`config.mk`:
```
export PLATFORM = sky130hd
export DESIGN_NAME = cve2_obi_wb_bridge
export DESIGN_NICKNAME = d
export VERILOG_FILES = /design/src/rtl/cve2_obi_wb_bridge.sv
export SDC_FILE = /design/constraint.sdc
export NUM_CORES = 1
export LEC_CHECK = 0
export ABC_AREA = 1
export ABC_CLOCK_PERIOD_IN_PS = 2600
export CAP_MARGIN = 20
export CORE_ASPECT_RATIO = 1.4
export CORE_MARGIN = 2
export CORE_UTILIZATION = 30
export DETAILED_ROUTE_END_ITERATION = 8
export PLACE_DENSITY = 0.62
export SYNTH_ARGS = -nofsm -noshare
export SYNTH_HDL_FRONTEND = slang
export SYNTH_SLANG_ARGS = --single-unit
```
`constraint.sdc`:
```
create_clock -name clk_i -period 2.6 [get_ports clk_i]
set_input_delay 0.52 -clock clk_i [delete_from_list [all_inputs] [get_ports clk_i]]
set_output_delay 0.52 -clock clk_i [all_outputs]
set_load 0.1 [all_outputs]
```
`src/rtl/cve2_obi_wb_bridge.sv`:
```
`default_nettype none
// +----------------------------------------------------------------------------+
// | cve2_obi_wb_bridge                                                         |
// | OBI data port (req/gnt/rvalid) to Wishbone B4 classic master, one access   |
// | in flight. Optional bus timeout: define CVE2_WB_TIMEOUT_EN.                |
// | Revision: 1.0                                                              |
// +----------------------------------------------------------------------------+
module cve2_obi_wb_bridge #(
  parameter int unsigned TimeoutCycles = 255
) (
  input  logic        clk_i,
  input  logic        rst_ni,
  input  logic        data_req_i,
  output logic        data_gnt_o,
  output logic        data_rvalid_o,
  input  logic        data_we_i,
  input  logic [3:0]  data_be_i,
  input  logic [31:0] data_addr_i,
  input  logic [31:0] data_wdata_i,
  output logic [31:0] data_rdata_o,
  output logic        data_err_o,
  output logic        wbm_cyc_o,
  output logic        wbm_stb_o,
  output logic        wbm_we_o,
  output logic [3:0]  wbm_sel_o,
  output logic [31:0] wbm_adr_o,
  output logic [31:0] wbm_dat_o,
  input  logic [31:0] wbm_dat_i,
  input  logic        wbm_ack_i,
  input  logic        wbm_err_i
);

  typedef enum logic [0:0] {
    S_IDLE = 1'b0,
    S_BUS  = 1'b1
  } state_t;

  state_t      r_state;
  logic        r_cyc;
  logic        r_we;
  logic [3:0]  r_sel;
  logic [31:0] r_adr;
  logic [31:0] r_dat;
  logic        r_rvalid;
  logic        r_err;
  logic [31:0] r_rdata;

  logic        w_term;
  logic        w_timeout;
  logic [1:0]  w_unused_addr;

  assign w_term        = wbm_ack_i | wbm_err_i;
  assign w_unused_addr = data_addr_i[1:0];

`ifdef CVE2_WB_TIMEOUT_EN
  localparam logic [15:0] c_TIMEOUT = 16'(TimeoutCycles);

  logic [15:0] r_tcnt;
  logic [15:0] w_tcnt_nxt;

  // The counter sits at zero while idle, so it is already clear on BUS entry.
  assign w_tcnt_nxt = r_tcnt + 16'd1;
  assign w_timeout  = (w_tcnt_nxt == c_TIMEOUT);

  always_ff @(posedge clk_i or negedge rst_ni) begin
    if (!rst_ni) begin
      r_tcnt <= 16'd0;
    end else if (r_state == S_IDLE) begin
      r_tcnt <= 16'd0;
    end else if (!w_term) begin
      r_tcnt <= w_tcnt_nxt;
    end
  end
`else
  logic [15:0] w_unused_timeout;

  assign w_timeout        = 1'b0;
  assign w_unused_timeout = 16'(TimeoutCycles);
`endif

  always_ff @(posedge clk_i or negedge rst_ni) begin
    if (!rst_ni) begin
      r_state  <= S_IDLE;
      r_cyc    <= 1'b0;
      r_we     <= 1'b0;
      r_sel    <= 4'd0;
      r_adr    <= 32'd0;
      r_dat    <= 32'd0;
      r_rvalid <= 1'b0;
      r_err    <= 1'b0;
      r_rdata  <= 32'd0;
    end else begin
      r_rvalid <= 1'b0;
      case (r_state)
        S_IDLE: begin
          if (data_req_i) begin
            r_state <= S_BUS;
            r_cyc   <= 1'b1;
            r_we    <= data_we_i;
            r_sel   <= data_be_i;
            r_adr   <= {data_addr_i[31:2], 2'b00};
            r_dat   <= data_wdata_i;
          end
        end
        S_BUS: begin
          // A slave response on the same edge as the timeout takes priority.
          if (w_term) begin
            r_state  <= S_IDLE;
            r_cyc    <= 1'b0;
            r_rvalid <= 1'b1;
            r_err    <= wbm_err_i;
            r_rdata  <= (wbm_err_i || r_we) ? 32'd0 : wbm_dat_i;
          end else if (w_timeout) begin
            r_state  <= S_IDLE;
            r_cyc    <= 1'b0;
            r_rvalid <= 1'b1;
            r_err    <= 1'b1;
            r_rdata  <= 32'd0;
          end
        end
        default: r_state <= S_IDLE;
      endcase
    end
  end

  assign data_gnt_o    = data_req_i && (r_state == S_IDLE);
  assign data_rvalid_o = r_rvalid;
  assign data_rdata_o  = r_rdata;
  assign data_err_o    = r_err;
  assign wbm_cyc_o     = r_cyc;
  assign wbm_stb_o     = r_cyc;
  assign wbm_we_o      = r_we;
  assign wbm_sel_o     = r_sel;
  assign wbm_adr_o     = r_adr;
  assign wbm_dat_o     = r_dat;

endmodule
`default_nettype wire

```
-- After elaboration in Yosys (flattened, before gate mapping)
Index checks and enable logic that the tools add are counted.
- register bits: 103
- latch bits: 0
- bits in writable memories: 0
- bits in read-only memories: 0
- logic and storage cells: 27
- memories: 0
- add/subtract/negate cells: 0
- multipliers: 0
- divide/modulo/power cells: 0
- magnitude comparators: 0
- equal/unequal tests: 2
- shift-type cells: 0
- mux-type cells: 9
- bitwise logic cells: 2
- reduce and logical (&&, ||, !) cells: 5
- operators by type and width (kind ; count):
    two-way mux 32 bit ; 1
    two-way mux 1 bit ; 6
    AND reduction 2 bit ; 3
    case mux 1 bit (2 select lines) ; 2
    != test 2 x 1 -> 1 bit (second input constant) ; 1
    != test 2 bit (second input constant) ; 1
    logical AND 1 bit ; 1
    logical OR 1 bit ; 1
    inverter 1 bit ; 1
    OR 1 bit ; 1

-- Longest topological paths before layout
- depth in word-level cells: 3
- mapped depth: 7
- mapped depth without buffers: 5

-- Least setup slack after synthesis
OpenSTA, ideal clock, no wires.
- path type: register to output
- start point: register r_cyc, in the netlist wbm_cyc_o
- end point: output wbm_stb_o
- arrival time: 1.340 ns
- data required time: 2.080 ns
- setup slack: 0.740 ns
- stages on the path, launching flop included: 2
- buffers on the path: 1
- path through: dfrtp_1 -> buf_4
- RTL lines (what ; line ; RTL):
    from (decl) ; 39 ; logic r_cyc;
    from (signal assigned) ; 84 ; r_cyc <= 1'b0;
    from (signal assigned) ; 98 ; r_cyc <= 1'b1;
    from (signal assigned) ; 109 ; r_cyc <= 1'b0;
    to (decl) ; 23 ; output logic wbm_stb_o,
No word-level cell between the ends.

-- Worst setup path in the final report
- start point: input data_req_i
- end point: output data_gnt_o
- cells in the longest elaborated chain, start to end: 1
- RTL lines (what ; line ; RTL):
    from (decl) ; 13 ; input logic data_req_i,
    logical AND 1 bit ; 126 ; assign data_gnt_o = data_req_i && (r_state == S_IDLE);
    to (decl) ; 14 ; output logic data_gnt_o,
Every way passes these cells.

==> flow_metrics.env <==
export IMPL_synth_top_area_cell="dfrtp_1"
export IMPL_syn_area_mm2=0.00403
export IMPL_synth_area_leaders="dfrtp_1, nand2_1, nand3_1"
export IMPL_dr_total_vias=3574
export IMPL_grt_start_max_net_pins=69
export IMPL_relSlewSlack_pct=53.9
export IMPL_crit_path_end_kind="output port"
export IMPL_yosysWarnings=0
export IMPL_grt_setup_unrepaired="no"
export IMPL_final_setup_tns_ps=0
export IMPL_antenna_left=0
export IMPL_finalHoldViolations=0
export IMPL_slew_violations=0
export IMPL_synth_seq_cells=103
export IMPL_h_tree_depth=3
export IMPL_place_inst=813
export IMPL_finalCriticalPeriod_ps=1880
export IMPL_firstDrtPassIters=4
export IMPL_place_gp_congestion=0.745
export IMPL_clock_fmax_mhz=532
export IMPL_ctsResizeCount=0
export IMPL_fp_dieArea_mm2=0.0144
export IMPL_final_cells=830
export IMPL_die_h_um=141
export IMPL_overflow=0
export IMPL_fin_skew_ps=12.2
export IMPL_clock_sinks=103
export IMPL_r2r_start="r_state$_DFF_PN0_"
export IMPL_worst_slew_pin_slew_ps=692
export IMPL_clk_pin_slew_ps=70
export IMPL_synth_distinct_cells=12
export IMPL_ioPinCount=212
export IMPL_setup_viol=0
export IMPL_clk_latency_ps=340
export IMPL_status="finished, final reports clean"
export IMPL_crit_start="data_req_i"
export IMPL_synth_top_area_share_pct=64.0
export IMPL_cts_tree="yes"
export IMPL_final_nets=748
export IMPL_fin_ws_ps=721
export IMPL_grt_pass1_vias=3672
export IMPL_avgSynthCellArea_um2=9.09
export IMPL_dp_slack_ps=653
export IMPL_fin_area_mm2=0.00628
export IMPL_drc=0
export IMPL_dp_final_hpwl_mm=8.35
export IMPL_hold_buffers=0
export IMPL_vias_per_cell=4.31
export IMPL_post_dp_cell_area_mm2=0.00597
export IMPL_drt_initial_drc_count=128
export IMPL_r2r_slack_ps=1180
export IMPL_core_mm2=0.0133
export IMPL_maxCapViolCount=0
export IMPL_cts_root_buf="clkbuf_16"
export IMPL_hold_class="in2async"
export IMPL_required_ps=2080
export IMPL_start_util_pct=30.4
export IMPL_grt_pass1_wl_mm=18.3
export IMPL_crit_end="data_gnt_o"
export IMPL_start_kind="primary input"
export IMPL_fillers=1305
export IMPL_seq_area_frac_synth_pct=64.0
export IMPL_die_w_um=102
export IMPL_worstRegToRegCells=5
export IMPL_timing_rr_end="wbm_sel_o[3]$_DFFE_PN0P_"
export IMPL_cp_max_fo=3
export IMPL_cts_setup_buffers=0
export IMPL_criticalPathCategory="in2out"
export IMPL_drive_above_1_share_pct=20.9
export IMPL_wire_per_inst_um=14.1
export IMPL_worstPathArrival_ps=1360
export IMPL_port_buffers=207
export IMPL_antenna_found_initial=1
export IMPL_fin_crit_sh_pct=72.3
export IMPL_area_growth_pct=55.8
export IMPL_num_rows=50
export IMPL_wl_mm=11.7
export IMPL_cts_max_path_buffers=2
export IMPL_grtUsageTotal_pct=16.3
export IMPL_syn_inst=443
export IMPL_numCtsBuffers=9
-- cells in the mapped netlist --
| library cell | n |
|---|---|
| nand2_1 | 236 |
| dfrtp_1 | 103 |
| nand3_1 | 65 |
| buf_2 | 12 |
| buf_4 | 6 |
| buf_6 | 6 |
| clkbuf_1 | 4 |
| nand2_2 | 4 |
| nor2_1 | 3 |
| inv_2 | 2 |
| buf_1 | 1 |
| conb_1 | 1 |
-- per-stage QoR --
step	util (%)	hold WS [ps]
after floorplan	-	224
after global placement	45.0	460
after detailed placement	45.0	464
after CTS	47.3	147
after global routing	47.3	165
final	47.3	133
-- sequential cells by signal (all words and copies together) (netlist names), 4 cells and up --
register,cells
data_rdata_o,32
wbm_dat_o,32
wbm_adr_o,30
wbm_sel_o,4
-- placed cells by master (no fill, tap or decap), drive strengths merged, types with 2 or more instances in the layout --
| cell | n |
|---|---|
| clkinv | 2 |
| inv | 2 |
| nand3 | 65 |
| clkdlybuf4s50 | 102 |
| nand2 | 240 |
| nor2 | 3 |
| clkbuf | 12 |
| conb | 2 |
| buf | 114 |
| dfrtp | 103 |
-- metal layers --
metal | routed length [um] | GRT usage (%)
met5 | 13 | 0
met4 | 222 | 5.33
met1 | 4790 | 20.1
met3 | 809 | 4.71
met2 | 5900 | 27.4
-- cells by family (layout without fill, tap and decap cells) --
family / Yosys count / in the layout / synth area share [%]
other: 1 / 3 / 0.0931
DFF: 103 / 103 / 64.0
and+or+nand+nor: 308 / 308 / 31.0
buffers and inverters: 31 / 234 / 4.94
-- worst min path at each step --
stage	from	end	slack [ps]	depth (start not counted)
global placement	data_err_o$_DFFE_PN0P_	data_err_o$_DFFE_PN0P_	460	2
global route	rst_ni	data_rdata_o[13]$_DFFE_PN0P_	170	1
floorplan	rst_ni	data_err_o$_DFFE_PN0P_	220	0
detailed placement	data_err_o$_DFFE_PN0P_	data_err_o$_DFFE_PN0P_	460	2
finish	rst_ni	data_rdata_o[13]$_DFFE_PN0P_	130	1
CTS	rst_ni	data_rdata_o[13]$_DFFE_PN0P_	150	1
-- critical path, cell delays in order --
cell	delay [ps]
clkdlybuf4s50_1	500
nand2_2	70
inv_2	90
buf_12	180
-- layout make-up --
type	count	area (um2)	share of cell area [%]
clock buffer	12	246	3.93
clock inverter	4	55.1	0.877
multi-input combinational	310	1260	20.0
timing repair buffer	216	1900	30.3
antenna	1	2.50	0.0399
tap	182	228	3.63
sequential	103	2580	41.1
inverter	2	7.51	0.120
Power is not shown: default switching activity piles up to over one toggle a cycle in this logic, so the estimate is an artifact.
